==> src/rtl/mux_sel_arbiter.sv <==
// Round-robin arbiter in front of a 2:1 select mux: grants bursts of up to
// BURST beats per source and drives the mux select plus a registered output beat.
module mux_sel_arbiter #(
  parameter int WIDTH = 8,
  parameter int BURST = 4
) (
  input  logic                         clk,
  input  logic                         rst_n,
  input  logic [WIDTH-1:0]             d0_data,
  input  logic                         d0_valid,
  output logic                         d0_ready,
  input  logic [WIDTH-1:0]             d1_data,
  input  logic                         d1_valid,
  output logic                         d1_ready,
  output logic [WIDTH-1:0]             y_data,
  output logic                         y_valid,
  input  logic                         y_ready,
  output logic                         sel,
  output logic                         busy,
  output logic [1:0]                   dbg_state,
  output logic [$clog2(BURST+1)-1:0]   dbg_cnt
);

  localparam int CW = $clog2(BURST + 1);
  localparam logic [CW-1:0] BURST_C = CW'(BURST);

  // Handshake: a beat moves on any channel in a cycle where valid and ready
  // are both high at the rising edge; ready never depends on the same
  // channel's valid, and valid must not wait for ready.
  typedef enum logic [1:0] {
    IDLE   = 2'd0,
    GRANT0 = 2'd1,
    GRANT1 = 2'd2
  } state_e;

  state_e            state_q, state_d;
  logic              last_q, last_d;
  logic [CW-1:0]     cnt_q, cnt_d;
  logic [WIDTH-1:0]  y_data_q, y_data_d;
  logic              y_valid_q, y_valid_d;

  logic              space;
  logic              acc0, acc1;
  logic              cur_acc, cur_valid, oth_valid;
  state_e            oth_state;
  logic [CW-1:0]     cnt_inc;

  always_comb begin
    space    = ~y_valid_q | y_ready;
    d0_ready = (state_q == GRANT0) & space;
    d1_ready = (state_q == GRANT1) & space;
    acc0     = d0_valid & d0_ready;
    acc1     = d1_valid & d1_ready;

    y_data_d  = y_data_q;
    y_valid_d = y_valid_q;
    if (acc0) begin
      y_data_d  = d0_data;
      y_valid_d = 1'b1;
    end else if (acc1) begin
      y_data_d  = d1_data;
      y_valid_d = 1'b1;
    end else if (y_ready) begin
      y_valid_d = 1'b0;
    end
  end

  always_comb begin
    state_d   = state_q;
    cnt_d     = cnt_q;
    last_d    = last_q;
    cur_acc   = acc0 | acc1;
    cur_valid = (state_q == GRANT1) ? d1_valid : d0_valid;
    oth_valid = (state_q == GRANT1) ? d0_valid : d1_valid;
    oth_state = (state_q == GRANT1) ? GRANT0 : GRANT1;
    cnt_inc   = cnt_q + CW'(1);

    unique case (state_q)
      IDLE: begin
        // last holds the most recent grant, so a tie goes to the other source
        if (d0_valid & d1_valid) begin
          state_d = last_q ? GRANT0 : GRANT1;
          last_d  = ~last_q;
          cnt_d   = '0;
        end else if (d0_valid) begin
          state_d = GRANT0;
          last_d  = 1'b0;
          cnt_d   = '0;
        end else if (d1_valid) begin
          state_d = GRANT1;
          last_d  = 1'b1;
          cnt_d   = '0;
        end
      end
      GRANT0, GRANT1: begin
        if (cur_acc) begin
          if (cnt_inc == BURST_C) begin
            cnt_d = '0;
            if (oth_valid) begin
              state_d = oth_state;
              last_d  = (oth_state == GRANT1);
            end
          end else begin
            cnt_d = cnt_inc;
          end
        end else if (!cur_valid) begin
          cnt_d = '0;
          if (oth_valid) begin
            state_d = oth_state;
            last_d  = (oth_state == GRANT1);
          end else begin
            state_d = IDLE;
          end
        end
      end
      default: begin
        state_d = IDLE;
        cnt_d   = '0;
      end
    endcase
  end

  always_ff @(posedge clk) begin
    if (!rst_n) begin
      state_q   <= IDLE;
      last_q    <= 1'b1;
      cnt_q     <= '0;
      y_data_q  <= '0;
      y_valid_q <= 1'b0;
    end else begin
      state_q   <= state_d;
      last_q    <= last_d;
      cnt_q     <= cnt_d;
      y_data_q  <= y_data_d;
      y_valid_q <= y_valid_d;
    end
  end

  assign y_data    = y_data_q;
  assign y_valid   = y_valid_q;
  assign sel       = (state_q == GRANT1);
  assign busy      = (state_q != IDLE);
  assign dbg_state = state_q;
  assign dbg_cnt   = cnt_q;

endmodule

==> config.mk <==
export PLATFORM = sky130hd
export DESIGN_NAME = mux_sel_arbiter
export DESIGN_NICKNAME = d
export VERILOG_FILES = /design/src/rtl/mux_sel_arbiter.sv
export SDC_FILE = /design/constraint.sdc
export NUM_CORES = 1
export LEC_CHECK = 0
export ABC_AREA = 1
export CAP_MARGIN = 25
export CORE_MARGIN = 1
export CORE_UTILIZATION = 55
export CTS_BUF_LIST = sky130_fd_sc_hd__clkbuf_8
export DETAILED_ROUTE_END_ITERATION = 10
export DONT_BUFFER_PORTS = 1
export PLACE_DENSITY = 0.7
export SYNTH_ARGS = -nofsm -noshare
export SYNTH_HDL_FRONTEND = slang
export SYNTH_SLANG_ARGS = --single-unit
==> constraint.sdc <==
create_clock -name clk -period 2.9 [get_ports clk]
set_clock_uncertainty 0.15 [all_clocks]
set_input_delay 0.145 -clock clk [delete_from_list [all_inputs] [get_ports clk]]
set_output_delay 0.145 -clock clk [all_outputs]
set_load 0.02 [all_outputs]
==> results of run 1 <==
## sequential cells by signal, indices dropped and copies added, names as in the netlist
register and cells:
dbg_cnt 3, y_valid 1, y_data 8, last_q 1, dbg_state 2
## cell type report
class,instances,area (um^2),area share
clock inverters,1,3.75,0.00328
clock buffers,3,41.3,0.0361
well taps,16,20.0,0.0175
flip-flops and latches,15,300,0.262
inverters,18,67.6,0.0590
repair buffers,17,170,0.149
multi-input cells,102,542,0.473
## metal layers
| metal | wire length [um] | global-route usage | share of wire | up-vias |
|---|---|---|---|---|
| met3 | 97 | 0.0375 | 0.046 | 4 |
| met4 | 19 | 0.0688 | 0.0090 | 0 |
| met2 | 1050 | 0.439 | 0.50 | 27 |
| li1 | - | - | - | 488 |
| met1 | 947 | 0.309 | 0.45 | 419 |
| met5 | 0 | 0 | 0 | - |
## logic make-up (layout without fill, tap and decap cells)
group                      Yosys count  in the layout  share of synthesized area
adders and majority gates            6              6                     0.0787
and+or+nand+nor                     71             71                      0.343
buffers and inverters               23             39                      0.117
AOI/OAI and AO/OA                   25             25                      0.147
DFF                                 15             15                      0.315
## worst paths after layout
kind                start        end  cells past startpoint
min reg2reg        last_q     last_q                      2
min               y_ready    y_valid                      5
max          dbg_state[1]  y_data[1]                      6
max reg2reg  dbg_state[1]  y_data[1]                      6
## cell usage after synthesis
library cell,n
sky130_fd_sc_hd__a21oi_1,5
sky130_fd_sc_hd__a31oi_1,8
sky130_fd_sc_hd__buf_2,2
sky130_fd_sc_hd__buf_6,3
sky130_fd_sc_hd__dfxtp_1,15
sky130_fd_sc_hd__ha_1,6
sky130_fd_sc_hd__inv_1,15
sky130_fd_sc_hd__inv_2,3
sky130_fd_sc_hd__nand2_1,41
sky130_fd_sc_hd__nand2_2,2
sky130_fd_sc_hd__nand2_4,1
sky130_fd_sc_hd__nand3_1,10
sky130_fd_sc_hd__nand3_2,2
sky130_fd_sc_hd__nand3_4,1
sky130_fd_sc_hd__nand3b_1,1
sky130_fd_sc_hd__nand4_1,2
sky130_fd_sc_hd__nor2_1,11
sky130_fd_sc_hd__o211ai_1,1
sky130_fd_sc_hd__o21ai_0,8
sky130_fd_sc_hd__o21ai_1,2
sky130_fd_sc_hd__o21bai_1,1
## tightest hold or removal path, cell delays in order
cell and delay [ns]:
sky130_fd_sc_hd__inv_1 0.05, sky130_fd_sc_hd__nand2_2 0.08, sky130_fd_sc_hd__inv_1 0.10, sky130_fd_sc_hd__o21ai_0 0.09, sky130_fd_sc_hd__inv_1 0.05
## power groups by stage
stage          Clock, W  Combinational (W)  Sequential (W)
2_1_floorplan         0           0.000447        0.000367
3_3_place_gp          0           0.000486        0.000378
3_5_place_dp          0           0.000488        0.000378
4_1_cts        0.000164           0.000548        0.000375
5_1_grt        0.000170           0.000630        0.000383
6_report       0.000159           0.000561        0.000374
## metrics by stage
stage / power (W) / instance area, um^2 / instances
detailed placement: 0.000867 / 930 / 151
global placement: 0.000864 / 930 / 151
floorplan: 0.000813 / 953 / 140
global route: 0.00118 / 1140 / 172
finish: 0.00109 / 1140 / 172
CTS: 0.00109 / 1140 / 172
## repair_timing
action	CTS	global route
hold buffers	17	0
endpoints found under the hold margin	15	0
gates resized for setup	0	0
==> results, run 1 <==
- The fraction of power consumed by sequential logic is 0.342.
- The arrival time reported for the critical path endpoint is 2.63 ns.
- The routed design has 2.12 mm of wire.
- After global routing the overflow that remains totals 0.
- The final estimated routing congestion in global placement is 0.855.
- The worst stage delay on the critical path is 0.56 ns.
- The library cell used as clock root buffer is sky130_fd_sc_hd__clkbuf_8.
- The path type of the worst setup path is flip-flop to flip-flop.
- The final hold slack is 0.148 ns.
- The count of max-cap constraint violations is 0.
- The data required time of the worst path is 2.93 ns.
- The final reports fail on design-rule violations.
- The most common library cell in the layout ignoring fill and taps is sky130_fd_sc_hd__nand2_1.
- Dividing total power by cell area gives a power density of 956 nW/um^2.
- Leaving out fill and tap cells, the most frequent cells in the layout are 41 x sky130_fd_sc_hd__nand2_1, 17 x sky130_fd_sc_hd__dlygate4sd3_1, 16 x sky130_fd_sc_hd__inv_1.
- The internal portion of the total power is 0.000568 W.
- The number of nets in the finished design is 184.
- The fraction of layout cells with a size suffix above 1 is 0.0769.
- The total of endpoints with negative setup slack in the final report is 0.
- The synthesized flop and latch total is 15.
- Among all stages on the critical path, the largest delay is contributed by sky130_fd_sc_hd__dlygate4sd3_1.
- CTS built an H-tree with a depth of 1.
- TritonCTS created 3 clock buffers.
- The share of synthesized area in the top cell type comes to 0.315.
- Counting the fill cells in the layout gives 113.
- The number of instances in the synthesized netlist is 140.
- Once detail routing completed, the nets flagged for antenna violations numbered 0.
- The die covers 1900 um^2.
- For this configuration, the core starts out at a cell density of 0.612.
- The number of diodes added for antenna fixing is 0.
- Walking the worst path, the cells encountered are ha_1 -> nand3_2 -> nand2_4 -> o21ai_0 -> a31oi_1 -> dlygate4sd3_1.
- After routing, the total negative slack on setup checks comes to 0 ns.
- The switching power summed over all nets is 0.000526 W.
- The cell family contributing the most delay on the critical path is buffers and inverters.
- The tightest min-delay check is of the input port to flip-flop type.
- The setup fix buffers added after clock tree synthesis is 0.
- The slew at the pin closest to its max-slew limit is 0.444 ns.
- Each instance of the synthesized netlist takes up on average 6.81 um^2.
- In this run the deepest clock path goes through 2 buffers.
- The largest total area in the synthesized netlist belongs to sky130_fd_sc_hd__dfxtp_1.
- The combinational share of power is 0.513.
- The first global-routing pass estimated 3.61 mm of wire.
- For this run, the top clock speed supported by timing is 0.386 GHz.
- Pin placement for this block handled 39 I/O pins.
- The relative slew slack is 0.704.
- The number of antenna violations at the first check in global routing is 0.
- The cell area that synthesis handed to floorplanning was 953 um^2.
- In the finished design, the share of the clock period the worst path needs comes to 0.894.
- The share of the core filled with cells in the final layout is 0.734.
- The region available for standard cell placement spans 1560 um^2.
- The run finished, with violations left.
- Row generation in the floorplan step produced 14 rows.
- During placement, the flow inserted port buffers numbering 0.
- The worst-case IR drop observed on VDD is 0.606 mV.
- STA classifies the critical path startpoint as a flip-flop.
- The first-pass iteration count of the detailed router is 6.
- The post-synthesis net count is 167.
- Setup repair after global routing left no endpoint under its margin.
- The share of total power dissipated in the clock network is 0.145.
- Of the total power, the share spent switching nets is 0.481.
- The post-DP HPWL is 1.35 mm.
- Of the synthesized area, sequential elements account for 0.315.
- TritonCTS built the clock tree.
- The die is 43.6 um tall.
- The register-to-register setup slack is 0.31 ns.
- The minimum clock period is 2.59 ns.
- The detailed-route vias per instance is 5.45.
- After layout, the worst setup slack is 0.307 ns.
- Dividing the detail-routed wire length by the instance count gives 12.3 um.
- The final hold violation count is 0.
- The later pin in the worst-skew pair is clocked with a latency of 0.24 ns.
- The number of global-route vias before repair is 866.
- The top fanout value on the critical path is 23.
- Yosys printed 0 warnings.
- The number of buffer and inverter instances along the worst setup path is 1.
- For this run, the total global-route usage over all layers was measured as 0.248.
- The clock transition at the register clock pins on the worst setup and hold paths after CTS is 0.06 ns.
- The analysis attributes to cell leakage a power of 0.572 nW.
- The remaining design rule violation count is 2.
- The number of vias after detailed routing is 938.
- The number of different library cells used by synthesis comes to 21.
- The pin count of the biggest net entering global routing is 24.
- Yosys attributes the largest share of cell area to sky130_fd_sc_hd__dfxtp_1 31%, sky130_fd_sc_hd__nand2_1 16%, sky130_fd_sc_hd__ha_1 7.9%.
- The initial DRC count is 12.
- In this run the horizontal extent of the chip is 43.6 um.
- The post-placement worst setup slack is 0.770 ns.
- The clock net sink count is 15.
- STA classifies the critical path endpoint as a flip-flop.
- From synthesis to final layout, the design area changed by 20.1%.
- The final number of max-transition violations is 0.
(Power assumes the default switching activity.)
==> run 2, diff against run 1 <==
- ABC_AREA: 1 -> 0
- CORE_UTILIZATION: 55 -> 50
- PLACE_DENSITY: 0.7 -> unset
==> run 2 against run 1 <==
  * Flip-flop and latch count stayed put
  * Combinational power is 17% lower
  * Count of clock-buffer cells in the layout stayed put
  * Sequential power is 3% higher
  * Synthesized area is 5.4% lower
  * The flow finishes with violations (negative hold slack)
  * Synthesized cell count is 26% lower
  * Register-to-register slack better by 0.29 ns
  * Worst hold slack worse by 0.15 ns
  * First-iteration DRC count is 58% lower
  * Die area is 3.9% higher
==> results, run 2 <==
- The flow ran to the end, but the final reports show violations.
- The checks that failed: negative hold slack.
- The clock drives 15 sinks.
- Following the worst setup path forward leads to its endpoint at y_data[1].
- In the synthesized netlist the dominant register cell turns out to be sky130_fd_sc_hd__dfxtp_1.
- The final hold slack is -0.00313 ns.
- Yosys mapped a number of flops with a built-in enable equal to 0.
- The number of synthesis warnings is 0.
- The clock passes through at most 2 buffers.
- For the pin with the worst max-slew slack, the measured transition is 0.426 ns.
- STA puts the critical path data arrival time at 2.31 ns.
- Summing every instance area after synthesis gives 902 um^2.
- The number of cells on the worst reg-to-reg path is 6.
- The share of total power dissipated in sequential elements is 0.381.
- The area of the core is 1590 um^2.
- The number of nets in the finished design is 142.
- The wire length reported by the detailed router is 1.89 mm.
- The portion of the clock cycle consumed by the worst path in the final layout is 0.794.
- The data required time of the worst path is 2.91 ns.
- Buffers inserted to repair hold after CTS numbered 8.
- The remaining design rule violation count is 0.
- The post-DP HPWL is 1.41 mm.
- The count of instances resized after the clock tree is built is 0.
- For this design the total switching power over the nets is 0.000462 W.
- The repair_antennas step left the layout with diodes totalling 0.
- For met3 alone, demand over resource in global routing was 0.0857.
- In the global route stage, overall resource usage came out at 0.211.
- The final estimated routing congestion in global placement is 0.839.
- The first-pass iteration count of the detailed router is 4.
- The number of antenna violations at the first check in global routing was 0.
- The H-tree depth is 1.
- The routing usage on met2 is 0.326.
- Synthesis instantiated 32 different standard cells from the library.
- The most frequently used cell type in the post-synthesis netlist is sky130_fd_sc_hd__dfxtp_1.
- The library cell used most frequently in the layout, excluding fill and tap cells, is sky130_fd_sc_hd__dfxtp_1.
- The filler cell count is 142.
- For met1 alone, demand over resource in global routing was 0.273.
- Buffers placed on the I/O ports in this run total 0.
- The overall die width is 44.5 um.
- The class of the most critical hold timing path is input port to flip-flop.
- Of the post-synthesis cell area, the dominant cell type holds 0.333.
- The number of global-route vias before repair was 718.
- Based on the critical path, the design can be clocked at up to 0.434 GHz.
- The worst setup path is launched from a flip-flop.
- The power per standard cell area is 961 nW/um^2.
- The floorplan die height is 44.5 um.
- Max-cap violations in this run came to 0.
- The area of the die is 1980 um^2.
- The share of the yosys chip area belonging to registers is 0.333.
- The worst setup path is captured at a flip-flop.
- The async set or reset register ratio after synthesis is 0.
- Row generation in the floorplan step produced 14 rows.
- The register with the most flip-flops in the layout has 8 of them.
- Clock-pin slew was measured on the worst setup and hold paths at 0.06 ns.
- Entering global routing, the biggest net connects 17 pins.
- Post-CTS timing repair inserted 0 buffers for setup.
- The post-synthesis net count is 131.
- For this configuration, the core starts out at a cell density of 0.566.
- In the final timing run, aggregate negative setup slack is 0 ns.
- The first global-routing pass estimated 3.07 mm of wire.
- The combinational share of power is 0.460.
- The part of the power in the clock network is 0.159.
- Across the VDD grid, the largest voltage drop is 0.581 mV.
- In this run, synthesis produced a sequential element count of 15.
- The most critical setup path has its startpoint at dbg_state[0].
- In the layout the commonest cells are 15 x sky130_fd_sc_hd__dfxtp_1, 11 x sky130_fd_sc_hd__mux2i_1.
- The leakage power is 0.393 nW.
- The clock insertion delay at the later pin of the skew report is 0.24 ns.
- In this run the critical register-to-register path is captured at y_data[1].
- The worst register-to-register path begins at dbg_state[0].
- The library cell used as clock root buffer is sky130_fd_sc_hd__clkbuf_8.
- The number of vias after detailed routing is 763.
- The global route total overflow is 0.
- The final number of max-transition violations is 0.
- Cell internal power was estimated by the tool at 0.000546 W.
- For this design the top-level I/O count stands at 39.
- Of all nets on the critical path, the largest fanout is 8.
- The most utilized layer in the global route result is met2.
- In the final layout, the share of cells above drive strength 1 is 0.0702.
- The first routing iteration left 5 violations.
- Averaged over all synthesized cells, the footprint is 8.67 um^2.
- The CTS buffer count is 3.
- The number of instances in the synthesized netlist is 104.
- Of the total power, the share spent switching nets is 0.459.
- For this run, the share of the core covered by cells in the final layout is 0.658.
- Using the TritonRoute via totals, the vias-per-cell ratio works out to 5.53.
- The cell type with the highest aggregate area in the netlist is sky130_fd_sc_hd__dfxtp_1.
- The number of routed nets with antenna violations is 0.
- The setup check on the worst reg-to-reg path leaves a slack of 0.60 ns.
- Headroom to the max-slew limit came out at 0.715.
- The final hold violation count is 2.
- Setup repair after global routing left no endpoint under its margin.
- The relative area change from synthesis to final layout is 16.2%.
- By count the netlist is led by 15 x sky130_fd_sc_hd__dfxtp_1, 11 x sky130_fd_sc_hd__mux2i_1, 9 x sky130_fd_sc_hd__a211oi_1, 9 x sky130_fd_sc_hd__nand2_1, 9 x sky130_fd_sc_hd__nor2_1.
- The TritonCTS clock tree is done.
- In the final routed layout, each cell accounts on average for 13.7 um.
- The path type of the worst setup path is flip-flop to flip-flop.
- Setup violations remaining at the end of the flow were counted as 0.
- By area the synthesized netlist is led by sky130_fd_sc_hd__dfxtp_1 33%, sky130_fd_sc_hd__mux2i_1 12%, sky130_fd_sc_hd__ha_1 8.3%.
- The minimum clock period is 2.30 ns.
[run 2: changes by cell type after synthesis, sizes merged, moves of 3 or more]
cell and delta:
inv -12, a211oi +9, a31oi -8, nand3 -13
buf -3, mux2i +11, nand2 -35
[run 2: worst min path at each step]
stage	start	endpoint	slack, ns	cells past startpoint
final	d0_data[0]	y_data[0]	-0.003	2
after floorplan	rst_n	last_q	0.07	1
after global routing	d1_data[4]	y_data[4]	0.005	2
after detailed placement	rst_n	last_q	0.08	1
after CTS	d1_data[4]	y_data[4]	0.002	2
after global placement	rst_n	last_q	0.09	1
[run 2: critical path: stages, from the launching register on]
cell and delay [ns]:
sky130_fd_sc_hd__dfxtp_1 0.50, sky130_fd_sc_hd__ha_1 0.27, sky130_fd_sc_hd__nand2_1 0.12, sky130_fd_sc_hd__nor2_4 0.28
sky130_fd_sc_hd__mux2i_1 0.11, sky130_fd_sc_hd__dlygate4sd3_1 0.57, sky130_fd_sc_hd__a211oi_1 0.21
[run 2: metal layers]
metal | vias up | share of wire
met4 | 0 | 0
met1 | 344 | 0.46
met5 | - | 0
li1 | 392 | -
met2 | 27 | 0.47
met3 | 0 | 0.061
[run 2: logic make-up after synthesis]
family,share of synthesized area
buffers and inverters,0.0541
XOR/XNOR,0.00971
flip-flops,0.333
multiplexers,0.135
AND/OR/NAND/NOR,0.180
AO/OA/AOI/OAI,0.205
adder cells (fa/ha/maj),0.0832
[run 2: area by class of cell]
class	instances	area, um^2	area share
clock buffer	3	41.3	0.0394
clock inverter	1	3.75	0.00358
multi-input combinational	79	553	0.527
sequential	15	300	0.286
timing repair buffer	10	97.6	0.0931
tap	24	30.0	0.0286
inverter	6	22.5	0.0215
[run 2: metrics by stage]
stage	power (W)	hold WS [ns]	cells	worst slack (ns)	instance area, um^2
final	0.00101	-0.00313	138	0.598	1050
after global routing	0.00109	0.00548	138	0.447	1050
after CTS	0.00101	0.00185	137	0.593	1040
after detailed placement	0.000837	0.0788	125	0.706	913
after global placement	0.000834	0.0876	125	0.789	913
after floorplan	0.000771	0.0734	104	0.934	902
[run 2: power groups by stage]
| stage | sequential, W | clock (W) | combinational [W] |
|---|---|---|---|
| after detailed placement | 0.000390 | 0 | 0.000447 |
| after global placement | 0.000388 | 0 | 0.000446 |
| final | 0.000384 | 0.000160 | 0.000464 |
| after global routing | 0.000392 | 0.000178 | 0.000518 |
| after floorplan | 0.000375 | 0 | 0.000396 |
| after CTS | 0.000385 | 0.000166 | 0.000459 |
